==> src/rtl/ul4_acc_seq_if.sv <==
// ----------------------------------------------------------------------------
// ul4_acc_seq_if
// Bundles the operand-beat handshake, the ul4 drive/return lines and the
// result handshake of ul4_acc_seq.
//   slave  : seen by ul4_acc_seq (accepts beats, drives ul4, offers result)
//   master : seen by the beat source / result sink / external ul4
// Optional macro UL4_ACC_FLAGS_EN adds res_zero and res_par.
// ----------------------------------------------------------------------------
interface ul4_acc_seq_if #(
    parameter int W  = 4,
    parameter int CW = 4
);
    logic          in_valid;
    logic          in_ready;
    logic          in_first;
    logic          in_last;
    logic [W-1:0]  in_B;
    logic [1:0]    in_S;
    logic [W-1:0]  ul_A;
    logic [W-1:0]  ul_B;
    logic [1:0]    ul_S;
    logic [W-1:0]  ul_Out;
    logic          res_valid;
    logic          res_ready;
    logic [W-1:0]  res_data;
    logic [CW-1:0] res_count;
`ifdef UL4_ACC_FLAGS_EN
    logic          res_zero;
    logic          res_par;

    modport slave (
        input  in_valid, in_first, in_last, in_B, in_S, ul_Out, res_ready,
        output in_ready, ul_A, ul_B, ul_S, res_valid, res_data, res_count,
               res_zero, res_par
    );
    modport master (
        output in_valid, in_first, in_last, in_B, in_S, ul_Out, res_ready,
        input  in_ready, ul_A, ul_B, ul_S, res_valid, res_data, res_count,
               res_zero, res_par
    );
`else
    modport slave (
        input  in_valid, in_first, in_last, in_B, in_S, ul_Out, res_ready,
        output in_ready, ul_A, ul_B, ul_S, res_valid, res_data, res_count
    );
    modport master (
        output in_valid, in_first, in_last, in_B, in_S, ul_Out, res_ready,
        input  in_ready, ul_A, ul_B, ul_S, res_valid, res_data, res_count
    );
`endif
endinterface

==> src/rtl/ul4_acc_seq.sv <==
// ----------------------------------------------------------------------------
// ul4_acc_seq
// Operand sequencer and accumulator around an external combinational ul4.
// A sequence starts with a load beat (acc <= operand), each further beat runs
// one ul4 operation (acc <= ul4(acc, B, S)), and the final value is offered on
// the result handshake together with the saturating operation count.
// Ports:
//   clk      rising-edge clock
//   reset_n  asynchronous active-low reset
//   bus      ul4_acc_seq_if.slave: in_* beat handshake, ul_A/ul_B/ul_S to ul4,
//            ul_Out from ul4, res_* result handshake
// Optional macro UL4_ACC_FLAGS_EN: adds registered res_zero (acc==0) and
// res_par (^acc).
// ----------------------------------------------------------------------------
module ul4_acc_seq #(
    parameter int W  = 4,
    parameter int CW = 4
) (
    input  logic            clk,
    input  logic            reset_n,
    ul4_acc_seq_if.slave    bus
);
    typedef enum logic [1:0] {
        IDLE = 2'd0,
        WAIT = 2'd1,
        EXEC = 2'd2,
        DONE = 2'd3
    } state_t;

    state_t        r_state;
    state_t        w_state_nxt;
    logic [W-1:0]  r_acc;
    logic [W-1:0]  r_b;
    logic [1:0]    r_s;
    logic [CW-1:0] r_cnt;
    logic          r_last_pend;

    logic          w_ready;
    logic          w_res_valid;
    logic          w_load_first;
    logic          w_load_op;
    logic          w_exec;
    logic          w_acc_en;
    logic [W-1:0]  w_acc_d;

    always_ff @(posedge clk or negedge reset_n) begin
        if (!reset_n) r_state <= IDLE;
        else          r_state <= w_state_nxt;
    end

    always_comb begin
        w_state_nxt  = r_state;
        w_ready      = 1'b0;
        w_res_valid  = 1'b0;
        w_load_first = 1'b0;
        w_load_op    = 1'b0;
        w_exec       = 1'b0;
        case (r_state)
            IDLE: begin
                w_ready = 1'b1;
                // Any beat in IDLE starts a sequence, whatever in_first says.
                if (bus.in_valid) begin
                    w_load_first = 1'b1;
                    w_state_nxt  = bus.in_last ? DONE : WAIT;
                end
            end
            WAIT: begin
                w_ready = 1'b1;
                if (bus.in_valid) begin
                    if (bus.in_first) begin
                        w_load_first = 1'b1;
                        w_state_nxt  = bus.in_last ? DONE : WAIT;
                    end else begin
                        w_load_op   = 1'b1;
                        w_state_nxt = EXEC;
                    end
                end
            end
            EXEC: begin
                w_exec      = 1'b1;
                w_state_nxt = r_last_pend ? DONE : WAIT;
            end
            DONE: begin
                w_res_valid = 1'b1;
                if (bus.res_ready) w_state_nxt = IDLE;
            end
            default: w_state_nxt = IDLE;
        endcase
    end

    // Accumulator source: operand on a load beat, ul4 result during EXEC.
    assign w_acc_en = w_load_first | w_exec;
    assign w_acc_d  = w_load_first ? bus.in_B : bus.ul_Out;

    always_ff @(posedge clk or negedge reset_n) begin
        if (!reset_n) begin
            r_acc       <= '0;
            r_b         <= '0;
            r_s         <= '0;
            r_cnt       <= '0;
            r_last_pend <= 1'b0;
        end else begin
            if (w_acc_en) r_acc <= w_acc_d;
            if (w_load_first) r_cnt <= '0;
            else if (w_exec && r_cnt != '1) r_cnt <= r_cnt + 1'b1;
            if (w_load_op) begin
                r_b         <= bus.in_B;
                r_s         <= bus.in_S;
                r_last_pend <= bus.in_last;
            end
        end
    end

`ifdef UL4_ACC_FLAGS_EN
    logic r_zero;
    logic r_par;

    // Flags track the value being written into acc so they stay aligned with it.
    always_ff @(posedge clk or negedge reset_n) begin
        if (!reset_n) begin
            r_zero <= 1'b1;
            r_par  <= 1'b0;
        end else if (w_acc_en) begin
            r_zero <= (w_acc_d == '0);
            r_par  <= ^w_acc_d;
        end
    end

    assign bus.res_zero = r_zero;
    assign bus.res_par  = r_par;
`endif

    // in_ready is gated by reset_n so it reads 0 while reset is held.
    assign bus.in_ready  = w_ready & reset_n;
    assign bus.res_valid = w_res_valid;
    assign bus.res_data  = r_acc;
    assign bus.res_count = r_cnt;
    assign bus.ul_A      = r_acc;
    assign bus.ul_B      = r_b;
    assign bus.ul_S      = r_s;
endmodule

==> src/flat_wrapper.sv <==
// flat-port wrapper written by rule: the top's interface ports become plain ports
module ul4_acc_seq_flat 
#(
    parameter int W  = 4,
    parameter int CW = 4
)
  (clk, reset_n, bus_in_valid, bus_in_first, bus_in_last, bus_in_B, bus_in_S, bus_ul_Out, bus_res_ready, bus_in_ready, bus_ul_A, bus_ul_B, bus_ul_S, bus_res_valid, bus_res_data, bus_res_count);
  ul4_acc_seq_if #(.W(W), .CW(CW)) bus_i ();
  input  logic clk;
  input  logic reset_n;
  input wire logic [$bits(bus_i.in_valid)-1:0] bus_in_valid;
  input wire logic [$bits(bus_i.in_first)-1:0] bus_in_first;
  input wire logic [$bits(bus_i.in_last)-1:0] bus_in_last;
  input wire logic [$bits(bus_i.in_B)-1:0] bus_in_B;
  input wire logic [$bits(bus_i.in_S)-1:0] bus_in_S;
  input wire logic [$bits(bus_i.ul_Out)-1:0] bus_ul_Out;
  input wire logic [$bits(bus_i.res_ready)-1:0] bus_res_ready;
  output wire logic [$bits(bus_i.in_ready)-1:0] bus_in_ready;
  output wire logic [$bits(bus_i.ul_A)-1:0] bus_ul_A;
  output wire logic [$bits(bus_i.ul_B)-1:0] bus_ul_B;
  output wire logic [$bits(bus_i.ul_S)-1:0] bus_ul_S;
  output wire logic [$bits(bus_i.res_valid)-1:0] bus_res_valid;
  output wire logic [$bits(bus_i.res_data)-1:0] bus_res_data;
  output wire logic [$bits(bus_i.res_count)-1:0] bus_res_count;
  assign bus_i.in_valid = bus_in_valid;
  assign bus_i.in_first = bus_in_first;
  assign bus_i.in_last = bus_in_last;
  assign bus_i.in_B = bus_in_B;
  assign bus_i.in_S = bus_in_S;
  assign bus_i.ul_Out = bus_ul_Out;
  assign bus_i.res_ready = bus_res_ready;
  assign bus_in_ready = bus_i.in_ready;
  assign bus_ul_A = bus_i.ul_A;
  assign bus_ul_B = bus_i.ul_B;
  assign bus_ul_S = bus_i.ul_S;
  assign bus_res_valid = bus_i.res_valid;
  assign bus_res_data = bus_i.res_data;
  assign bus_res_count = bus_i.res_count;
  ul4_acc_seq #(.W(W), .CW(CW)) u_core (.clk(clk), .reset_n(reset_n), .bus(bus_i));
endmodule
==> config.mk <==
export PLATFORM = sky130hd
export DESIGN_NAME = ul4_acc_seq_flat
export DESIGN_NICKNAME = d
export VERILOG_FILES = /design/src/rtl/ul4_acc_seq_if.sv /design/src/rtl/ul4_acc_seq.sv /design/src/flat_wrapper.sv
export SDC_FILE = /design/constraint.sdc
export NUM_CORES = 1
export LEC_CHECK = 0
export BUFFER_PORTS_ARGS = -buffer_cell sky130_fd_sc_hd__clkbuf_2
export CORE_UTILIZATION = 50
export CTS_CLUSTER_DIAMETER = 150
export CTS_CLUSTER_SIZE = 24
export DETAILED_ROUTE_END_ITERATION = 16
export PLACE_DENSITY = 0.82
export SLEW_MARGIN = 20
export SYNTH_ARGS = -nofsm -noshare
export SYNTH_HDL_FRONTEND = slang
export SYNTH_SLANG_ARGS = --single-unit
==> constraint.sdc <==
create_clock -name clk -period 3.1 [get_ports clk]
set_input_delay 0.93 -clock clk [delete_from_list [all_inputs] [get_ports clk]]
set_output_delay 0.93 -clock clk [all_outputs]
set_load 0.1 [all_outputs]
==> results by group <==
Detailed routing
  • Detailed Routing Iterations Pass 1: 4
  • Routed len/inst: 12.8 um
  • DRT Wirelength: 1720 um
  • DR vias: 727
  • # DRC: 0
  • Routed vias/inst: 5.39
  • Drt initial violations: 12
  • Antenna-violating nets left: 0

Synth
  • Synth top area share: 0.466
  • Cell Area, Synth: 912 um2
  • Sequential fraction of the synthesis area: 0.466
  • Synth Instances: 76
  • Post-synth ARST share: 1.00
  • Top_reg_cell synth: dfrtp_1
  • Most common library cells after synthesis: dfrtp_1 (17), mux2_4 (7), nor2_1 (5)
  • Leading area contributor after synthesis: dfrtp_1
  • Mean Syn Cell Area: 12.0 um2
  • Post-synthesis register bit count: 17
  • Top cells by area, synth: dfrtp_1 (47%), mux2_4 (12%), o2bb2ai_1 (3.8%)
  • Number of flops mapped to enable cells by yosys: 0
  • Unique masters post-synth: 32
  • Syn Nets: 93
  • Count leader, synth: dfrtp_1
  • Yosys warns: 0

Place
  • Routability Congestion: 0.748
  • IO buf count: 35
  • DP HPWL: 1330 um
  • Area post-placement: 0.00109 mm2

Floorplan
  • Starting density of the core: 0.528
  • Die H: 44.7 um
  • Num rows: 15
  • Core Footprint: 0.00173 mm2
  • DIE AREA: 0.00200 mm2
  • I/O Pins: 36
  • DIE WIDTH: 44.7 um

Setup path
  • Worst EP arrival: 1.46 ns
  • Crit-path cells: and2_2 > clkbuf_2
  • CP Launch Type: register
  • Worst Setup End Kind: primary output
  • Worst r2r path cells: 3
  • WP data required: 2.17 ns
  • CP max FO: 9
  • Kind of critical path: register to primary output
  • Crit-path slowest cell: dfrtp_1
  • Slowest cell delay on critical path: 0.53 ns

Timing
  • Max-slew violation count: 0
  • Layout Skew: 0.00288 ns
  • Fin crit share: 0.771
  • Worst-margin pin slew: 0.549 ns
  • Hold Vio Cnt, Final: 0
  • Slew headroom: 0.635
  • RSZ-0062 raised after global routing: false
  • Post-Route Setup TNS: 0 ns
  • Max Fclk: 418 MHz
  • Crit path time final: 2.39 ns
  • Final setup fails: 0

Clock tree
  • Maximum root-to-sink buffer count: 2
  • CTS root buffer: clkbuf_4
  • Worst-path clk slew: 0.09 ns
  • # hold bufs at CTS: 0
  • Clk sinks: 17
  • # Post-CTS Setup Buffers: 0
  • Clock Latency Late Sink: 0.29 ns
  • Post-CTS resize count: 0
  • Num CTS Buffers: 3
  • CTS tree: built
  • H-tree depth: 1

Layout
  • Fin util: 0.646
  • Syn-to-layout area delta: 22.2%
  • Ant diodes: 0
  • Final instance area: 0.00111 mm2
  • # fillers: 165
  • Nets: 128
  • Share of cells above drive strength 1: 0.500

Global routing
  • Global route overflow: 0
  • First-pass GRT wire length: 2630 um
  • GRT Util Overall: 0.185
  • Vias in the first global route: 612
  • Largest net degree at the start of global routing: 18
  • Initial antenna violation count: 0

Run
  • Max-Cap Viols: 0

Min path
  • Hold path cells: 1
  • Hold Crit Class: register to register

Run status
  • Status: finished, final reports clean
==> worst paths after layout <==
check / startpoint / to / slack, ns
setup / recovery: u_core.r_state[0]$_DFFE_PN0P_ / bus_res_valid / 0.71
hold / removal: u_core.bus.ul_B[2]$_DFFE_PN0P_ / u_core.bus.ul_B[2]$_DFFE_PN0P_ / 0.52
setup reg to reg: u_core.r_state[1]$_DFFE_PN0P_ / u_core.bus.ul_B[1]$_DFFE_PN0P_ / 1.57
hold reg to reg: u_core.bus.ul_B[2]$_DFFE_PN0P_ / u_core.bus.ul_B[2]$_DFFE_PN0P_ / 0.52
max in group asynchronous: reset_n / u_core.bus.res_data[0]$_DFFE_PN0P_ / 2.34
min in group asynchronous: reset_n / u_core.bus.res_data[1]$_DFFE_PN0P_ / 0.58
==> worst max-delay path, delay by kind of cell, from the launching register on <==
| kind | cells | cell delay [ns] |
|---|---|---|
| buf+inv | 1 | 0.44 |
| flops | 1 | 0.53 |
| simple gates | 1 | 0.19 |
==> state kept, by name (all words and copies together) (netlist names) <==
name and count:
u_core.bus.ul_B 4, u_core.r_state 2, u_core.bus.ul_S 2, u_core.bus.res_count 4, u_core.bus.res_data 4, u_core.r_last_pend 1
==> through the flow <==
step	setup slack, ns	instances	hold WS [ns]
after floorplan	0.790	76	0.478
after global placement	0.784	131	0.491
after detailed placement	0.782	131	0.496
after CTS	0.717	135	0.523
after global routing	0.646	135	0.531
final	0.710	135	0.518
==> layout make-up <==
type	count	area [um2]	area share
clock buffers	4	26.3	0.0236
inverters	1	3.75	0.00337
multi-input cells	52	430	0.386
flip-flops and latches	17	425	0.382
well taps	25	31.3	0.0281
repair buffers	36	198	0.177
==> placed cells by master (no fill, tap or decap), drive strengths merged <==
master | Yosys | routed
o21ai | 4 | 4
nand3b | 2 | 2
and2b | 3 | 3
and4 | 1 | 1
clkbuf | 0 | 38
dfrtp | 17 | 17
buf | 6 | 2
inv | 1 | 1
o211ai | 1 | 1
and3 | 1 | 1
nor4 | 1 | 1
a22oi | 4 | 4
mux2 | 7 | 7
o21a | 1 | 1
o2bb2ai | 4 | 4
nand2b | 3 | 3
nand3 | 1 | 1
nor3 | 2 | 2
o31ai | 1 | 1
nor2 | 6 | 6
ha | 1 | 1
nor2b | 1 | 1
o221ai | 1 | 1
a21oi | 3 | 3
nand2 | 3 | 3
and2 | 1 | 1
==> layer usage <==
metal,vias up,track usage,share of wire
met4,0,0.0909,0.016
met5,-,0,0
met1,354,0.233,0.45
li1,344,-,-
met3,4,0.0360,0.049
met2,25,0.306,0.48
==> cell families (layout without fill, tap and decap cells) <==
kind of cell | after synthesis | in the layout | synth area share
compound gates | 19 | 19 | 0.148
simple gates | 25 | 25 | 0.195
fa+ha+maj | 1 | 1 | 0.0137
buf+inv | 7 | 41 | 0.0617
mux | 7 | 7 | 0.115
flops | 17 | 17 | 0.466
Power is not shown: default switching activity piles up to over one toggle a cycle in this logic, so the estimate is an artifact.
